==> src/rtl/pc_fetch.sv <==
// Instruction fetch stage: PC register, registered IR/IRPC, redirect and
// RUN/HALT/FAULT control against a combinational instruction memory.
module pc_fetch (
    input  logic        CLK,
    input  logic        Reset,
    input  logic        Stall,
    input  logic [1:0]  PCSrc,
    input  logic [31:0] Immediate,
    input  logic [25:0] JumpAddr,
    input  logic [31:0] RegAddr,
    input  logic [31:0] IDataIn,
    output logic [31:0] PC,
    output logic        InsMemRW,
    output logic [31:0] IR,
    output logic [31:0] IRPC,
    output logic        IRValid,
    output logic [1:0]  State
);

    typedef enum logic [1:0] {
        ST_RUN   = 2'b00,
        ST_HALT  = 2'b01,
        ST_FAULT = 2'b10
    } state_t;

    localparam logic [1:0]  SRC_SEQ    = 2'b00;
    localparam logic [1:0]  SRC_BRANCH = 2'b01;
    localparam logic [1:0]  SRC_JUMP   = 2'b10;
    localparam logic [31:0] PC_MAX     = 32'd508;
    localparam logic [5:0]  OP_HALT    = 6'b111111;

    state_t      state_q, state_d;
    logic [31:0] pc_q, pc_d;
    logic [31:0] ir_q, ir_d;
    logic [31:0] irpc_q, irpc_d;
    logic        irvalid_q, irvalid_d;

    logic [31:0] irpc_plus4;
    logic [31:0] target;
    logic        halt_hit;
    logic        fault_hit;
    logic        redirect_hit;

    assign irpc_plus4 = irpc_q + 32'd4;

    always_comb begin
        case (PCSrc)
            SRC_BRANCH: target = irpc_plus4 + {Immediate[29:0], 2'b00};
            SRC_JUMP:   target = {irpc_plus4[31:28], JumpAddr, 2'b00};
            default:    target = RegAddr;
        endcase
    end

    assign halt_hit     = irvalid_q && (ir_q[31:26] == OP_HALT);
    assign fault_hit    = (pc_q[1:0] != 2'b00) || (pc_q > PC_MAX);
    assign redirect_hit = irvalid_q && (PCSrc != SRC_SEQ);

    // Priority within RUN: stall, halt, fault, redirect, sequential fetch.
    always_comb begin
        state_d   = state_q;
        pc_d      = pc_q;
        ir_d      = ir_q;
        irpc_d    = irpc_q;
        irvalid_d = irvalid_q;
        if (state_q == ST_RUN && !Stall) begin
            if (halt_hit) begin
                state_d   = ST_HALT;
                irvalid_d = 1'b0;
            end else if (fault_hit) begin
                state_d   = ST_FAULT;
                irvalid_d = 1'b0;
            end else if (redirect_hit) begin
                pc_d      = target;
                ir_d      = 32'd0;
                irvalid_d = 1'b0;
            end else begin
                pc_d      = pc_q + 32'd4;
                ir_d      = IDataIn;
                irpc_d    = pc_q;
                irvalid_d = 1'b1;
            end
        end
    end

    // NOTE: state registers use non-blocking assignments so every register
    // samples the pre-edge values computed above, independent of block order.
    always_ff @(posedge CLK or negedge Reset) begin
        if (!Reset) begin
            state_q   <= ST_RUN;
            pc_q      <= 32'd0;
            ir_q      <= 32'd0;
            irpc_q    <= 32'd0;
            irvalid_q <= 1'b0;
        end else begin
            state_q   <= state_d;
            pc_q      <= pc_d;
            ir_q      <= ir_d;
            irpc_q    <= irpc_d;
            irvalid_q <= irvalid_d;
        end
    end

    assign PC       = pc_q;
    assign IR       = ir_q;
    assign IRPC     = irpc_q;
    assign IRValid  = irvalid_q;
    assign State    = state_q;
    assign InsMemRW = (state_q == ST_RUN);

endmodule

==> config.mk <==
export PLATFORM = sky130hd
export DESIGN_NAME = pc_fetch
export DESIGN_NICKNAME = d
export VERILOG_FILES = /design/src/rtl/pc_fetch.sv
export SDC_FILE = /design/constraint.sdc
export NUM_CORES = 1
export LEC_CHECK = 0
export CORE_MARGIN = 2
export CORE_UTILIZATION = 25
export DETAILED_ROUTE_END_ITERATION = 10
export DONT_BUFFER_PORTS = 1
export PLACE_DENSITY_LB_ADDON = 0.08
export SLEW_MARGIN = 20
export SYNTH_ARGS = -nofsm -noshare
export SYNTH_HDL_FRONTEND = slang
export SYNTH_SLANG_ARGS = --single-unit
==> constraint.sdc <==
create_clock -name CLK -period 4.6 [get_ports CLK]
set_clock_uncertainty 0.2 [all_clocks]
set_input_delay 0.46 -clock CLK [delete_from_list [all_inputs] [get_ports CLK]]
set_output_delay 0.46 -clock CLK [all_outputs]
set_load 0.03 [all_outputs]
==> results.py, run 1 <==
metrics = {
    "drt": {
        "vias": 5994,
        "drt_iter0_markers": 444,
        "totalWireLength_um": 24400,
        "drc_errors": 0,
        "first_pass_iters": 5,
        "routedWlPerCell_um": 21.4,
        "vias_per_cell": 5.26,
        "postRouteAntennaNets": 0,
    },
    "timing": {
        "finalWorstSetupSlack_ns": 0.484,
        "period_minus_slack_ns": 4.12,
        "hold-worst-slack_ns": 0.0279,
        "setup_viol": 0,
        "tightestPinTransition_ns": 1.14,
        "slew_violations": 0,
        "tns_ns": 0,
        "relSlewSlack": 0.237,
        "max_freq_ghz": 0.243,
        "post-route-period-util": 0.895,
        "final_hold_viol_count": 0,
        "rsz0062_at_grt": "no",
    },
    "yosys": {
        "synth_cell_type_count": 71,
        "synth_fa_ha_area_frac": 0.0754,
        "syn_area_sq_um": 6740,
        "ys_seq_area_frac": 0.368,
        "ys.flop_type": "dfrtp_1",
        "synth_compound_area_frac": 0.225,
        "synth_top_family_by_area": "compound AO/OA/AOI/OAI gates",
        "avgSynthCellArea_sq_um": 8.48,
        "synth-simple-area-share": 0.219,
        "ys_ff_latch": 99,
        "synthMuxAreaShare": 0.0115,
        "yosys_warnings": 0,
        "synth_edf_count": 0,
        "syn_inst": 795,
        "yosys.area_share.xor_xnor": 0.0663,
        "synthArstFlopShare": 1.00,
        "synth_nets": 962,
    },
    "power": {
        "seq_power_share": 0.469,
        "leakagePower_nw": 3.46,
        "comb_power_share": 0.094,
        "clock_power_share": 0.437,
        "power.internal_w": 0.00136,
        "ir_drop_uv": 182,
        "swShare": 0.275,
        "p_switching_w": 0.000516,
        "power.density_nw_per_um2": 248,
    },
    "critical_path": {
        "crit_chain": "nand4_1 -> or3_1 -> nor2_1 -> and3_1 -> xor2_1 -> ha_1 -> a21o_1 -> a31oi_1 -> o21ai_0 -> o21ai_0 -> o21ba_1 -> xor2_1 -> a221oi_1 -> o31ai_1",
        "worstSetupPathType": "register to register",
        "crit_path_max_fanout": 7,
        "critPathMaxStageDelay_ns": 0.50,
        "end_kind": "register",
        "start_kind": "register",
        "arrival_ns": 4.15,
        "cp.required_ns": 4.63,
        "r2r_slack_ns": 0.48,
        "cp_slowest_cell": "or3_1",
    },
    "layout": {
        "nets": 959,
        "drive_above_1_share": 0.0803,
        "fin_util": 0.283,
        "nFillCells": 2916,
        "syn2layout_area_growth_pct": 12.1,
    },
    "grt": {
        "grt_max_degree": 100,
        "gr-total-overflow": 0,
        "gr-usage-all-layers": 0.171,
        "grt_pass1_wl_um": 36600,
        "first_global_vias": 5865,
        "antenna_found_initial": 3,
    },
    "clock_network": {
        "cts_made_buffers": 9,
        "cts_setup_buffers": 0,
        "cts.repair.resized": 0,
        "clk_pin_slew_worst_paths_ns": 0.08,
        "htreeDepth": 3,
        "clock_latency_ns": 0.36,
        "clock-sinks": 99,
        "hold_buffers": 2,
        "cts_tree": "yes",
        "clockBufferDepth": 2,
        "ctsRootBufferMaster": "clkbuf_16",
    },
    "place": {
        "dp_slack_ns": 0.531,
        "portBuffers": 0,
        "gp_congestion": 0.849,
        "dp_hpwl_um": 19100,
    },
    "die": {
        "initial_utilization": 0.252,
        "die_x_um": 168,
        "die_area_sq_um": 28300,
        "ios": 227,
        "die_y_um": 168,
        "coreArea_sq_um": 26700,
        "row_count": 60,
    },
    "run_status": {
        "outcome": "complete, no violations",
    },
    "worst_hold_path": {
        "hold_class": "input port to register",
    },
    "flow_run": {
        "max-cap-violations": 0,
    },
}
[cells in the mapped netlist, types with 6 or more instances]
master    number  share of area
a21oi_1       47          0.035
a22oi_1        7         0.0078
ha_1          39          0.072
nor2b_1       27          0.025
nand2_1      119          0.066
nor4_1         7         0.0065
xnor2_1       32          0.042
xor2_1        19          0.025
o31ai_1       17          0.019
a22o_1         6         0.0078
clkbuf_1      36          0.020
mux2_2         6          0.010
nor3_1        13         0.0097
dfrtp_1       99           0.37
a221oi_1      13          0.017
a21o_1        13          0.014
nand4_1       16          0.015
nand3_1       27          0.020
o21ai_0       65          0.048
nor2_1        63          0.035
inv_1         23          0.013
o21a_1         6         0.0067
and3_1        14          0.013
a31oi_1       10         0.0093
o21bai_1       8         0.0089
[per-stage QoR]
step	power, W	cell area [sq um]	std cells
final	0.00188	7550	1140
after global routing	0.00196	7550	1138
after CTS	0.00191	7550	1138
after detailed placement	0.00105	7210	1120
after global placement	0.00105	7210	1120
after floorplan	0.00101	6740	795
[layout by cell type, fill, tap and decap left out, drive strengths merged, types with 6 or more instances in the layout]
cell,n
buf,24
a221oi,13
inv,25
ha,39
o21bai,9
nand4,17
o21ai,68
nand2,119
nor2,65
xor2,19
clkbuf,10
mux2,6
o21a,7
and3,14
a21oi,47
a21o,13
a22o,6
dfrtp,99
nor4,8
a31oi,10
xnor2,32
o31ai,18
nor3,13
nand3,27
nor2b,29
a22oi,7
[worst max-delay path, delay by kind of cell, from the launching register on]
family                   cells  cell delay, ns
AO/OA/AOI/OAI                7            1.65
AND/OR/NAND/NOR              4            1.09
flip-flops                   1            0.37
adder cells (fa/ha/maj)      1            0.34
XOR/XNOR                     2            0.33
[per-layer routing]
metal / vias to the layer above / track usage / wire length [um]
met5: - / 0 / 16
met4: 2 / 0.0487 / 483
met3: 35 / 0.0583 / 2190
met2: 255 / 0.276 / 11300
met1: 2841 / 0.217 / 10400
li1: 2861 / - / -
[power groups by stage]
| stage | Sequential [W] | Clock [W] | Combinational, W |
|---|---|---|---|
| 2_1_floorplan | 0.000896 | 0 | 0.000116 |
| 3_3_place_gp | 0.000898 | 0 | 0.000154 |
| 3_5_place_dp | 0.000898 | 0 | 0.000154 |
| 4_1_cts | 0.000881 | 0.000849 | 0.000178 |
| 5_1_grt | 0.000881 | 0.000879 | 0.000199 |
| 6_report | 0.000881 | 0.000819 | 0.000177 |
[flip-flops by register name, indices dropped and copies added (netlist names)]
name / count
State: 2
PC: 32
IR: 32
IRValid: 1
IRPC: 32
[worst paths after layout]
kind,cells after the start,to,from
max reg2reg,14,PC[22],IRPC[6]
min reg2reg,2,IR[0],IR[0]
max,14,PC[22],IRPC[6]
max in group asynchronous,2,IRPC[18],Reset
min in group asynchronous,2,IR[5],Reset
min,2,IR[6],IDataIn[6]
[kinds of logic after synthesis]
family | count (synthesis)
mux | 7
xor+xnor | 51
fa+ha+maj | 40
buf+inv | 62
compound gates | 229
simple gates | 307
flops | 99
[area by class of cell]
type                       instances  area (sq um)  share of cell area
multi-input combinational        634          4050               0.536
clock buffer                      10           229              0.0303
inverter                          23          86.3              0.0114
sequential                        99          2480               0.328
timing repair buffer              25           210              0.0278
clock inverter                     6          72.6             0.00961
tap                              341           427              0.0565
antenna                            2          5.00            0.000662
(Power assumes the default switching activity.)
==> inputs of run 2 (changes only) <==
--- a/config.mk
+++ b/config.mk
@@ -8,3 +8,3 @@
 export CORE_MARGIN = 2
-export CORE_UTILIZATION = 25
+export CORE_UTILIZATION = 65
 export DETAILED_ROUTE_END_ITERATION = 10
--- a/constraint.sdc
+++ b/constraint.sdc
@@ -4,2 +4,2 @@
 set_output_delay 0.46 -clock CLK [all_outputs]
-set_load 0.03 [all_outputs]
+set_load 0.1 [all_outputs]
==> run 2 against run 1 <==
- core utilization rose by 45 points
- die area fell by 60%
- via count rose by 5.1%
- largest power group unchanged
- non-clock buffer count rose by 31
==> results.py, run 2 (synthesis results as in run 1) <==
metrics = {
    "layout": {
        "syn2layout_area_growth_pct": 10.4,
        "final_cell_mix": "119 x nand2_1, 99 x dfrtp_1, 65 x o21ai_0",
        "nFillCells": 789,
        "layout_commonest_cell": "nand2_1",
        "fin_util": 0.730,
        "n_antenna_cell": 0,
        "drive_above_1_share": 0.115,
        "nets": 990,
    },
    "clock_network": {
        "ctsRootBufferMaster": "clkbuf_8",
        "clk_pin_slew_worst_paths_ns": 0.11,
        "cts_setup_buffers": 0,
        "cts_tree": "yes",
        "clockBufferDepth": 2,
        "cts_made_buffers": 9,
        "clock_latency_ns": 0.40,
        "htreeDepth": 3,
        "clock-sinks": 99,
    },
    "die": {
        "die_area_sq_um": 11200,
        "coreArea_sq_um": 10200,
        "row_count": 37,
        "die_x_um": 106,
        "initial_utilization": 0.662,
        "die_y_um": 106,
        "ios": 227,
    },
    "grt": {
        "grt_pass1_wl_um": 31300,
        "gr-total-overflow": 0,
        "met2_usage": 0.579,
        "gr-usage-all-layers": 0.357,
        "grt_max_degree": 100,
        "gr-usage-met1": 0.453,
        "first_global_vias": 6134,
        "antenna_found_initial": 0,
        "grt.busiest_layer": "met2",
        "met3_usage": 0.0959,
    },
    "drt": {
        "postRouteAntennaNets": 0,
        "vias": 6297,
        "drt_iter0_markers": 614,
        "totalWireLength_um": 19600,
        "routedWlPerCell_um": 20.3,
        "vias_per_cell": 6.53,
        "drc_errors": 0,
        "first_pass_iters": 8,
    },
    "power": {
        "leakagePower_nw": 3.59,
        "ir_drop_uv": 117,
        "power.density_nw_per_um2": 224,
        "total_power_w": 0.00167,
    },
    "flow_run": {
        "max-cap-violations": 0,
    },
    "critical_path": {
        "worstSetupPathType": "register to register",
        "cp.required_ns": 4.67,
        "start_kind": "register",
        "reg2regPathDepth": 14,
        "end_kind": "register",
        "r2r_start": "IRPC[4]",
        "arrival_ns": 4.13,
        "r2r_slack_ns": 0.54,
        "crit_path_max_fanout": 7,
        "r2r-end": "PC[22]",
        "cp-startpoint": "IRPC[4]",
        "worstSetupEndpoint": "PC[22]",
    },
    "timing": {
        "relSlewSlack": 0.250,
        "slew_violations": 0,
        "post-route-period-util": 0.883,
        "tns_ns": 0,
        "period_minus_slack_ns": 4.06,
        "rsz0062_at_grt": "no",
        "final_hold_viol_count": 0,
        "tightestPinTransition_ns": 1.12,
        "setup_viol": 0,
        "max_freq_ghz": 0.246,
    },
    "place": {
        "gp_congestion": 0.965,
        "dp_hpwl_um": 15100,
        "portBuffers": 0,
    },
    "worst_hold_path": {
        "hold_start": "IDataIn[0]",
        "hold_class": "input port to register",
    },
    "run_status": {
        "outcome": "complete, no violations",
    },
}
==> run 2: worst max-delay path, cell delays in order (launching register included) <==
cell	delay [ns]
dfrtp_1	0.50
nand4_1	0.15
or3_1	0.49
nor2_1	0.23
and3_1	0.20
xor2_1	0.15
ha_1	0.33
a21o_1	0.21
a31oi_1	0.35
o21ai_0	0.17
o21ai_0	0.18
o21ba_1	0.20
xor2_1	0.15
a221oi_1	0.30
o31ai_1	0.10
==> run 2: worst min-delay path by stage <==
stage                          to  slack, ns  cells past startpoint
final                       IR[0]      0.003                      2
after global routing        IR[0]      0.005                      2
after CTS                  IR[11]      0.005                      2
after detailed placement  IRPC[5]      -0.03                      0
after global placement    IRPC[5]      -0.03                      0
after floorplan           IRPC[0]      -0.04                      0
==> run 2: metrics by stage <==
step,instances,hold slack (ns),area [sq um],setup slack [ns]
after global routing,964,0.00501,7440,0.234
after floorplan,795,-0.0356,6740,0.393
after detailed placement,944,-0.0343,7170,0.706
after global placement,944,-0.0338,7170,0.786
final,964,0.00279,7440,0.539
after CTS,964,0.00528,7440,0.660
==> run 2: routing by layer <==
layer,vias up,share of wire
li1,2913,-
met3,52,0.097
met1,2990,0.40
met4,0,0.032
met2,342,0.47
met5,-,0
==> run 2: cell type report <==
type	instances	area (sq um)	share of cell area
inverters	23	86.3	0.0116
repair buffers	56	448	0.0602
clock buffers	9	124	0.0166
flip-flops and latches	99	2480	0.333
multi-input cells	634	4050	0.544
clock inverters	7	83.8	0.0113
well taps	136	170	0.0229
==> run 2: what timing repair did <==
| action | 4_1_cts | 5_1_grt |
|---|---|---|
| hold buffers | 4 | 0 |
| endpoints found under the hold margin | 101 | 0 |
| gates resized for setup | 0 | 0 |
| setup endpoints to repair | 0 | 0 |
==> run 2: power breakdown <==
group	internal [W]	total, W	switching [W]
Combinational	0.0000621	0.000180	0.000118
Clock	0.000261	0.000603	0.000342
Sequential	0.000872	0.000885	0.0000132
==> inputs of run 3 (changes only) <==
- CORE_MARGIN: 2 -> 4
==> run 3 against run 2 <==
- first-iteration DRC count grew 9.4%
- total power shrank 2.7%
- flip-flop and latch count is the same
- hold slack lost 0.00085 ns
- clock power shrank 8.1%
- sequential power is essentially flat
- critical path depth is the same
- via count grew 0.48%
- sequential share of layout area grew 0.096 points
- cell count shrank 0.31%
- global-route usage shrank 2.3 points
- routed wire length grew 4.7%
==> results.py, run 3 (synthesis results as in run 1) <==
metrics = {
    "clock_network": {
        "clock_latency_ns": 0.39,
        "clockBufferDepth": 2,
        "htreeDepth": 3,
        "clock-sinks": 99,
        "ctsRootBufferMaster": "clkbuf_8",
        "cts_setup_buffers": 0,
        "cts_tree": "yes",
        "clk_pin_slew_worst_paths_ns": 0.11,
        "cts_made_buffers": 9,
    },
    "critical_path": {
        "cp_slowest_cell": "dfrtp_1",
        "crit_chain": "nand4_1 -> or3_1 -> nor2_1 -> and3_1 -> xor2_1 -> ha_1 -> a21o_1 -> a31oi_1 -> o21ai_0 -> o21ai_0 -> o21ba_1 -> a41oi_1 -> xor2_1 -> o31ai_1",
        "critPathMaxStageDelay_ns": 0.52,
        "cp.required_ns": 4.69,
        "crit_family": "compound AO/OA/AOI/OAI gates",
        "start_kind": "register",
        "worstSetupPathType": "register to register",
        "end_kind": "register",
        "crit_path_max_fanout": 7,
        "path_buf_inv": 0,
        "arrival_ns": 4.15,
    },
    "timing": {
        "setup_viol": 0,
        "period_minus_slack_ns": 4.05,
        "tightestPinTransition_ns": 1.15,
        "relSlewSlack": 0.231,
        "post-route-period-util": 0.881,
        "slew_violations": 0,
        "rsz0062_at_grt": "no",
        "final_hold_viol_count": 0,
        "max_freq_ghz": 0.247,
        "tns_ns": 0,
    },
    "power": {
        "clock_power_share": 0.342,
        "power.internal_w": 0.00114,
        "p_switching_w": 0.000482,
        "leakagePower_nw": 3.57,
        "power.density_nw_per_um2": 219,
        "ir_drop_uv": 135,
        "swShare": 0.297,
        "comb_power_share": 0.113,
        "seq_power_share": 0.545,
    },
    "grt": {
        "gr-total-overflow": 0,
        "first_global_vias": 6081,
        "antenna_found_initial": 0,
        "grt_pass1_wl_um": 30900,
        "gr-usage-all-layers": 0.334,
        "grt_max_degree": 100,
    },
    "layout": {
        "drive_above_1_share": 0.111,
        "fin_area_sq_um": 7420,
        "layout_commonest_cell": "nand2_1",
        "final_cell_mix": "119 x nand2_1, 99 x dfrtp_1, 65 x o21ai_0",
        "nets": 990,
        "stdcell_count": 961,
        "fin_util": 0.745,
        "syn2layout_area_growth_pct": 10.1,
        "n_antenna_cell": 0,
    },
    "place": {
        "dpl.cell_count": 938,
        "placed_area_sq_um": 7150,
        "portBuffers": 0,
        "dp_hpwl_um": 15800,
        "gp_congestion": 0.962,
    },
    "worst_hold_path": {
        "hold_class": "input port to register",
    },
    "die": {
        "ios": 227,
        "die_y_um": 110,
        "coreArea_sq_um": 9950,
        "die_x_um": 110,
        "row_count": 36,
        "die_area_sq_um": 12100,
        "initial_utilization": 0.677,
    },
    "flow_run": {
        "max-cap-violations": 0,
    },
    "drt": {
        "drc_errors": 0,
        "vias_per_cell": 6.58,
        "routedWlPerCell_um": 21.4,
        "first_pass_iters": 5,
        "totalWireLength_um": 20500,
        "postRouteAntennaNets": 0,
        "vias": 6327,
        "drt_iter0_markers": 672,
    },
    "run_status": {
        "outcome": "complete, no violations",
    },
}
==> run 3: worst reg2reg max path, delay by kind of cell, from the launching register on <==
| family | cells | cell delay [ns] |
|---|---|---|
| adder cells (fa/ha/maj) | 1 | 0.32 |
| flip-flops | 1 | 0.52 |
| AO/OA/AOI/OAI | 7 | 1.57 |
| AND/OR/NAND/NOR | 4 | 1.09 |
| XOR/XNOR | 2 | 0.25 |
==> run 3: area by class of cell <==
type	count	area [sq um]
multi-input combinational	634	4050
sequential	99	2480
timing repair buffer	56	455
clock buffer	9	124
inverter	23	86.3
fill	773	2540
clock inverter	7	58.8
tap	133	166
==> run 3: repair_timing <==
action                    CTS  global route
hold endpoints to repair  104             0
hold buffers                7             0
gates resized for setup     0             0
==> run 3: metrics by stage <==
| stage | hold WS [ns] | worst slack (ns) | total power [W] |
|---|---|---|---|
| 4_1_cts | 0.00171 | 0.608 | 0.00161 |
| 5_1_grt | 0.00927 | 0.195 | 0.00167 |
| 2_1_floorplan | -0.0356 | 0.393 | 0.00102 |
| 6_report | 0.00193 | 0.548 | 0.00162 |
| 3_3_place_gp | -0.0336 | 0.756 | 0.00105 |
| 3_5_place_dp | -0.0341 | 0.638 | 0.00106 |
==> run 3: worst paths after layout <==
| check | start | end | cells after the start | slack (ns) |
|---|---|---|---|---|
| setup / recovery | IRPC[4] | PC[30] | 14 | 0.55 |
| hold reg to reg | IRPC[7] | IRPC[7] | 1 | 0.42 |
| min in group asynchronous | Reset | IRPC[6] | 2 | 0.43 |
| setup reg to reg | IRPC[4] | PC[30] | 14 | 0.55 |
| hold / removal | IDataIn[27] | IR[27] | 2 | 0.002 |
| max in group asynchronous | Reset | IR[14] | 2 | 3.37 |
==> run 3: power by group through the flow <==
stage / registers (W) / clock network, W / logic [W]
after floorplan: 0.000908 / 0 / 0.000116
after global placement: 0.000902 / 0 / 0.000151
after detailed placement: 0.000902 / 0 / 0.000154
after CTS: 0.000885 / 0.000550 / 0.000179
after global routing: 0.000886 / 0.000589 / 0.000200
final: 0.000885 / 0.000554 / 0.000183
==> run 3: layer usage <==
| metal | wire length (um) | GRT usage |
|---|---|---|
| met5 | 0 | 0 |
| met4 | 750 | 0.155 |
| met3 | 2450 | 0.103 |
| met2 | 9730 | 0.553 |
| met1 | 7610 | 0.396 |
